**config.mk**
```make
export PLATFORM = sky130hd
export DESIGN_NAME = semaforo_entradas
export DESIGN_NICKNAME = d
export VERILOG_FILES = /design/src/rtl/semaforo_pkg.sv /design/src/rtl/semaforo_debounce.sv /design/src/rtl/semaforo_entradas.sv
export SDC_FILE = /design/constraint.sdc
export NUM_CORES = 1
export LEC_CHECK = 0
export ABC_AREA = 1
export CAP_MARGIN = 20
export CORE_MARGIN = 4
export CORE_UTILIZATION = 59
export CTS_CLUSTER_DIAMETER = 200
export DETAILED_ROUTE_END_ITERATION = 7
export PLACE_DENSITY = 0.82
export SLEW_MARGIN = 20
export SYNTH_ARGS = -nofsm -noshare
export SYNTH_HDL_FRONTEND = slang
export SYNTH_HIERARCHICAL = 1
export SYNTH_SLANG_ARGS = --single-unit
```
**constraint.sdc**
```tcl
create_clock -name clk -period 1.3 [get_ports clk]
set_input_delay 0.195 -clock clk [delete_from_list [all_inputs] [get_ports clk]]
set_output_delay 0.195 -clock clk [all_outputs]
set_load 0.03 [all_outputs]
```
**src/rtl/semaforo_pkg.sv**
```systemverilog
// Shared types and default thresholds for the traffic-light input conditioning block.
package semaforo_pkg;

    // Light vector as driven back by the controller, MSB first: AvR..BiciR.
    typedef struct packed {
        logic av_r;
        logic av_y;
        logic av_g;
        logic bv_r;
        logic bv_y;
        logic bv_g;
        logic bici_g;
        logic bici_r;
    } lights_t;

    localparam int unsigned DEF_DEBOUNCE_CYCLES  = 4;
    localparam int unsigned DEF_MIN_GREEN_CYCLES = 16;
    localparam int unsigned DEF_YELLOW_CYCLES    = 4;
    localparam logic [7:0]  AGE_MAX              = 8'hFF;

    // True when two or more lamps of the same head are lit together.
    function automatic logic more_than_one(input logic r, input logic y, input logic g);
        return (r & y) | (r & g) | (y & g);
    endfunction

    // True for any combination the controller must never produce.
    function automatic logic lights_illegal(input lights_t l);
        return ((l.av_g | l.av_y) & (l.bv_g | l.bv_y))
             | (l.bici_g & l.bici_r)
             | more_than_one(l.av_r, l.av_y, l.av_g)
             | more_than_one(l.bv_r, l.bv_y, l.bv_g);
    endfunction

endpackage

```
**src/rtl/semaforo_debounce.sv**
```systemverilog
// Synchronizes one asynchronous input, filters it by run length and flags its rising edge.
module semaforo_debounce
    import semaforo_pkg::*;
#(
    parameter int unsigned DEBOUNCE_CYCLES = DEF_DEBOUNCE_CYCLES
) (
    input  logic clk,
    input  logic reset,
    input  logic raw_i,
    output logic level_o,
    output logic rise_o
);

    logic       sync1_q;
    logic       sync2_q;
    logic       level_q;
    logic       level_d;
    logic       level_prev_q;
    logic [7:0] cnt_q;
    logic [7:0] cnt_d;

    // Two-flop synchronizer in front of everything else.
    // NOTE: sequential state uses <= so every flop samples the pre-edge values of the others.
    always_ff @(posedge clk or posedge reset) begin
        if (reset) begin
            sync1_q <= 1'b0;
            sync2_q <= 1'b0;
        end else begin
            sync1_q <= raw_i;
            sync2_q <= sync1_q;
        end
    end

    // Count consecutive disagreeing cycles; the filtered level follows after a full run.
    // NOTE: every output gets a default first so no path leaves it unassigned (no latch).
    always_comb begin
        cnt_d   = 8'd0;
        level_d = level_q;
        if (sync2_q != level_q) begin
            if (cnt_q == 8'(DEBOUNCE_CYCLES - 1)) begin
                level_d = sync2_q;
            end else begin
                cnt_d = cnt_q + 8'd1;
            end
        end
    end

    // Filtered level, its one-cycle history and the run counter.
    always_ff @(posedge clk or posedge reset) begin
        if (reset) begin
            cnt_q        <= 8'd0;
            level_q      <= 1'b0;
            level_prev_q <= 1'b0;
        end else begin
            cnt_q        <= cnt_d;
            level_q      <= level_d;
            level_prev_q <= level_q;
        end
    end

    assign level_o = level_q;
    assign rise_o  = level_q & ~level_prev_q;

endmodule

```
**src/rtl/semaforo_entradas.sv**
```systemverilog
// Input conditioning for the traffic-light controller: debounced detectors, latched
// requests, phase-age timer with expiry flag, and a sticky illegal-lights monitor.
module semaforo_entradas
    import semaforo_pkg::*;
#(
    parameter int unsigned DEBOUNCE_CYCLES  = DEF_DEBOUNCE_CYCLES,
    parameter int unsigned MIN_GREEN_CYCLES = DEF_MIN_GREEN_CYCLES,
    parameter int unsigned YELLOW_CYCLES    = DEF_YELLOW_CYCLES
) (
    input  logic clk,
    input  logic reset,
    input  logic raw_av,
    input  logic raw_bv,
    input  logic btn_ped,
    input  logic btn_bici,
    input  logic AvR,
    input  logic AvY,
    input  logic AvG,
    input  logic BvR,
    input  logic BvY,
    input  logic BvG,
    input  logic BiciG,
    input  logic BiciR,
    output logic TAv,
    output logic TBv,
    output logic P,
    output logic B,
    output logic E,
    output logic err_lights
);

    lights_t    lights_i;
    lights_t    lights_q;
    logic [7:0] age_q;
    logic [7:0] age_d;
    logic       p_q, p_d;
    logic       b_q, b_d;
    logic       err_q, err_d;
    logic       ped_rise, bici_rise;
    logic       av_rise, bv_rise, ped_level, bici_level;
    logic       unused_debounce_outs;

    assign lights_i = {AvR, AvY, AvG, BvR, BvY, BvG, BiciG, BiciR};

    semaforo_debounce #(.DEBOUNCE_CYCLES(DEBOUNCE_CYCLES)) u_db_av (
        .clk(clk), .reset(reset), .raw_i(raw_av), .level_o(TAv), .rise_o(av_rise)
    );
    semaforo_debounce #(.DEBOUNCE_CYCLES(DEBOUNCE_CYCLES)) u_db_bv (
        .clk(clk), .reset(reset), .raw_i(raw_bv), .level_o(TBv), .rise_o(bv_rise)
    );
    semaforo_debounce #(.DEBOUNCE_CYCLES(DEBOUNCE_CYCLES)) u_db_ped (
        .clk(clk), .reset(reset), .raw_i(btn_ped), .level_o(ped_level), .rise_o(ped_rise)
    );
    semaforo_debounce #(.DEBOUNCE_CYCLES(DEBOUNCE_CYCLES)) u_db_bici (
        .clk(clk), .reset(reset), .raw_i(btn_bici), .level_o(bici_level), .rise_o(bici_rise)
    );

    // Detector edges and button levels are not needed downstream.
    assign unused_debounce_outs = &{1'b0, av_rise, bv_rise, ped_level, bici_level};

    // Next state for phase age, requests and the error flag.
    always_comb begin
        age_d = age_q;
        if (lights_i != lights_q) begin
            age_d = 8'd0;
        end else if (age_q != AGE_MAX) begin
            age_d = age_q + 8'd1;
        end

        // Pedestrian request: a fresh press beats the end of avenue A green.
        p_d = p_q;
        if (ped_rise) begin
            p_d = 1'b1;
        end else if (lights_q.av_g && !lights_i.av_g) begin
            p_d = 1'b0;
        end

        // Bicycle request: a lit bicycle green always wins over a press.
        b_d = b_q;
        if (lights_i.bici_g) begin
            b_d = 1'b0;
        end else if (bici_rise) begin
            b_d = 1'b1;
        end

        err_d = err_q | lights_illegal(lights_i);
    end

    // Registered state of the block.
    always_ff @(posedge clk or posedge reset) begin
        if (reset) begin
            lights_q <= '0;
            age_q    <= 8'd0;
            p_q      <= 1'b0;
            b_q      <= 1'b0;
            err_q    <= 1'b0;
        end else begin
            lights_q <= lights_i;
            age_q    <= age_d;
            p_q      <= p_d;
            b_q      <= b_d;
            err_q    <= err_d;
        end
    end

    assign P          = p_q;
    assign B          = b_q;
    assign err_lights = err_q;
    assign E          = (lights_q.av_y || lights_q.bv_y) ? (age_q >= 8'(YELLOW_CYCLES))
                                                         : (age_q >= 8'(MIN_GREEN_CYCLES));

endmodule

```
# Word level (Yosys, flattened, before mapping)
# Cells that the tools add are included.
[totals]
register_bits = 65
input_bits = 14
elab_cells = 94
[op_classes]
magnitude_cmp = 2
mux = 15
add_sub_neg = 5
n_bitwise = 22
n_eq_ne = 10
reduce_logical = 10
[op_table]
columns = ["cell", "count"]
rows = [
  ["$mux 8", 10],
  ["$add 8x1->8 const B", 5],
  ["$eq 8x2->1 const B", 4],
  ["$and 1x1->1", 10],
  ["$or 1x1->1", 10],
  ["$ge 8x3->1 const B", 1],
  ["$ge 8x5->1 const B", 1],
  ["$ne 8x8->1", 1],
  ["$ne 8x8->1 const B", 1],
  ["$reduce_and 2->1", 4],
  ["$reduce_bool 2->1", 3],
  ["$mux 1", 5],
  ["$ne 1x1->1", 4],
  ["$not 1->1", 2],
  ["$logic_and 1x1->1", 1],
  ["$logic_not 1->1", 1],
  ["$logic_or 1x1->1", 1],
]

# Longest topological paths before layout
[logic_depth]
depth_word = 6
depth_mapped = 8
mapped_depth_nobuf = 8

# Hierarchy
# Netlist, hierarchy kept.
[modules_own_cells]
columns = ["module", "seq_area_each_um2", "area_each_um2", "n_inst", "cells_each"]
rows = [
  ["semaforo_debounce", 300.3, 565.5, 4, 66],
  ["semaforo_entradas", 475.5, 984.7, 1, 114],
]

# Worst setup path after synthesis
# OpenSTA, ideal clock, no wires.
[synth_path]
path_type = "reg-to-reg"
from = "register age_q[0]"
to = "register age_q[2]"
setup_slack_ns = 0.167
path_buffers = 0
path_stages_with_launch = 8
t_arrival_ns = 1.011
path_cell_list = "dfrtp_1 -> ha_1 -> nand3_2 -> inv_2 -> nand2_4 -> inv_2 -> nor3_1 -> nor2_1"
[synth_between]
elab_chain_len = 3
word_cells_on_any_way = 5
[synth_rtl]
columns = ["item", "line", "rtl"]
rows = [
  ["start: declaration", "semaforo_entradas.sv:34", "logic [7:0] age_q;"],
  ["start signal: assignment", "semaforo_entradas.sv:99", "age_q <= age_d;"],
  ["$add 8x1->8", "semaforo_entradas.sv:67", "age_d = age_q + 8'd1;"],
  ["$mux 8", "semaforo_entradas.sv:66", "end else if (age_q != AGE_MAX) begin"],
  ["$mux 8", "semaforo_entradas.sv:64", "if (lights_i != lights_q) begin"],
]
# Parallel ways exist; a longest one is shown, timed or not. The select of a mux whose other input is x is not followed.
# A chain may end at the register's enable or synchronous reset.

# Final worst setup path
[layout_path]
from = "register age_q[2]"
to = "output port E"
[layout_between]
elab_chain_len = 2
word_cells_on_any_way = 3
[layout_rtl]
columns = ["item", "line", "rtl"]
rows = [
  ["$ge 8x5->1 / $ge 8x3->1 (equally long branches)", "semaforo_entradas.sv:110, semaforo_entradas.sv:109", ""],
  ["$mux 1 *", "semaforo_entradas.sv:109", "assign E = (lights_q.av_y || lights_q.bv_y) ? (age_q >= 8'(YELLOW_CYCLES))"],
  ["end: declaration", "semaforo_entradas.sv:28", "output logic E,"],
]
# Mark *: on every way between the ends. The rest lies on a longest branch, timed or not.

==> metrics.md <==
| Metric | Value |
|---|---|
| Total detailed-routing wirelength | `6260 um` |
| Synthesized cell area | `3180 um^2` |
| Standard-cell row count | `26` |
| Minimum period implied by the final worst setup slack | `1.37 ns` |
| I/O pin count | `20` |
| Total CTS buffers | `9` |
| Die Y-Extent | `81.4 um` |
| Class of the tightest hold or removal check | `in -> async` |
| Sum of overflow across all layers after global routing | `0` |
| RD Place Congestion | `0.819` |
| N_diodes | `0` |
| Detailed-placement wirelength estimate | `4320 um` |
| Number of warning messages in the yosys log | `6` |
| Net Count, Synth | `397` |
| Total iterations of the first detailed-routing run | `4` |
| Wire length of the first global-routing pass | `10900 um` |
| Maximum number of pins on one net before global-route repair | `20` |
| Overall fraction of global-route tracks in use | `22.0%` |
| Cells after Synth | `372` |
| Syn_area_per_cell | `8.55 um^2` |
| CTS Buffer Depth | `2` |
| Initial cell density of the core | `61.5%` |
| Initial detailed-routing violation count | `110` |
| Number of global-route vias before repair | `2475` |
| Worst setup margin | `-0.0681 ns` |
| Number of antenna violations at the first check in global routing | `0` |
| CP required | `1.11 ns` |
| IR Drop Worst-Case VDD | `0.00135 V` |
| Cell at the root of the clock tree | `sky130_fd_sc_hd__clkbuf_8` |
| Number of remaining DRC errors | `0` |
| Final hold violations | `0` |
| Detailed-route via count | `2488` |
| Number of nets with antenna violations after detailed routing | `0` |
| Worst Max-Slew Pin Slew | `0.434 ns` |
| Setup-violating endpoint count in the final report | `1` |
| Clock tree from TritonCTS | `done` |
| Number of cells on the critical path | `3` |
| Crit path launch type | `register` |
| Largest clock skew in the final design | `0.0101 ns` |
| Nets | `449` |
| Per-cell via count in the routed design | `4.99` |
| Violations in the final reports | `setup timing` |
| Critical path's slowest cell | `sky130_fd_sc_hd__dfrtp_1` |
| Width of the chip | `81.4 um` |
| Worst Reg-to-Reg Cells | `6` |
| Clk_lat worst skew | `0.33 ns` |
| Sinks on the clock net | `65` |
| Outcome | `complete, but fails checks` |
| Syn-to-layout area delta | `23.8%` |
| Number of levels in the clock H-tree | `3` |
| Crit Path Category | `reg -> out` |
| Buffer and inverter count on the worst path | `1` |
| Port-buffer cells | `19` |
| Number of max-cap violations | `0` |
| Critical Path Sink Type | `output port` |
| Largest fanout on the critical path | `2` |
| Delay of the slowest critical-path stage | `0.38 ns` |
| Hold Buf Count CTS | `0` |
| FILL cells | `341` |
| Core area | `5170 um^2` |
| CP top delay family | `flip-flops` |
| Setup repair after global routing missed its margin | `yes` |
| Aggregate negative setup slack | `-0.0681 ns` |
| Area of the die | `6630 um^2` |
| Layout cell share with drive strength beyond 1 | `19.3%` |
| Final Total Pwr | `5.84 mW` |
| Max-Slew Margin vs Limit | `71.1%` |
| Clock slew seen by the registers of the worst setup and hold paths | `0.07 ns` |
| Final worst path period share | `105%` |
| Ratio of total power to cell area | `1480 nW/um^2` |
| Final routed wire length divided by cell count | `12.5 um` |
| Ordered cell list for the critical path | `o22ai_1 -> nand3_1 -> buf_6` |
| Maximum frequency from static timing analysis | `731 MHz` |
| Final Slew Violations | `0` |
| Static Leakage | `1.89 nW` |
| CP Data Arrival Time | `1.17 ns` |
state kept, by name, indices dropped and copies added (netlist names), 8 cells and up:
register         flops
age_q                8
lights_q             8
u_db_av/cnt_q        8
u_db_bici/cnt_q      8
u_db_bv/cnt_q        8
u_db_ped/cnt_q       8
worst register-to-register path, cell delays in order (launching register included):
cell and delay, ns:
sky130_fd_sc_hd__dfrtp_1 0.42, sky130_fd_sc_hd__ha_4 0.16, sky130_fd_sc_hd__nand3_2 0.11, sky130_fd_sc_hd__nor2_1 0.15, sky130_fd_sc_hd__nand3_1 0.09, sky130_fd_sc_hd__o21ai_0 0.11, sky130_fd_sc_hd__nor2_1 0.08
report_power, final:
part	internal (mW)	switching (mW)	total (mW)	leakage, nW
Combinational	0.496	0.723	1.22	0.925
Sequential	2.29	0.271	2.56	0.846
Clock	1.32	0.740	2.06	0.120
through the flow:
stage / instance area [um^2] / cells / util (%) / hold WS, ns / setup slack (ns)
after global placement: 3620 / 482 / 69.9 / 0.331 / -0.241
after detailed placement: 3620 / 482 / 69.9 / 0.336 / -0.291
final: 3940 / 499 / 76.1 / 0.288 / -0.0681
after CTS: 3870 / 498 / 74.8 / 0.288 / -0.201
after global routing: 3940 / 499 / 76.1 / 0.278 / -0.139
after floorplan: 3180 / 372 / - / 0.0474 / 0.167
timing repair:
item                                    CTS  global route
endpoints found under the setup margin   10            18
pin swaps                                 0             7
setup buffers                             0             1
hold endpoints to repair                  0             0
resized for setup                        16            21
final timing paths:
| check | slack [ns] | end | startpoint |
|---|---|---|---|
| worst min register to register | 0.35 | u_db_ped/sync2_q$_DFF_PP0_ | u_db_ped/sync1_q$_DFF_PP0_ |
| min in group clk | 0.30 | u_db_av/sync1_q$_DFF_PP0_ | raw_av |
| worst max-delay path | -0.07 | E | age_q[2]$_DFFE_PP0P_ |
| worst min-delay path | 0.29 | u_db_ped/cnt_q[4]$_DFF_PP0_ | reset |
| worst max register to register | 0.07 | age_q[6]$_DFFE_PP0P_ | age_q[1]$_DFFE_PP0P_ |
| max in group asynchronous | 0.69 | u_db_av/cnt_q[7]$_DFF_PP0_ | reset |
layout make-up:
type	count	area [um^2]	area share [%]
clock inverter	5	103	2.61
multi-input combinational	254	1410	35.8
inverter	53	213	5.40
clock buffer	11	141	3.59
timing repair buffer	41	355	9.02
sequential	65	1630	41.3
tap	70	87.6	2.22
cells in the final DEF, fill, tap and decap left out, drive strengths merged:
cell / instances
nand2: 91
nor2: 71
dfrtp: 65
inv: 52
nand3: 31
buf: 23
xor2: 14
clkdlybuf4s50: 13
clkbuf: 12
ha: 11
xnor2: 8
o21ai: 7
a21oi: 5
and2: 4
bufinv: 4
clkdlybuf4s15: 4
nor3b: 4
nor3: 3
a211oi: 1
o211ai: 1
o22ai: 1
o21bai: 1
nand3b: 1
clkinv: 1
clkinvlp: 1
per-layer routing:
layer	wire length [um]	track usage, %	vias up	share of wire [%]
met5	0	0	-	0
met4	46	9.46	0	0.74
met3	214	5.26	6	3.4
met2	3300	37.6	36	53
met1	2700	26.5	1203	43
li1	-	-	1243	-
Power figures use the tool's default switching activity.
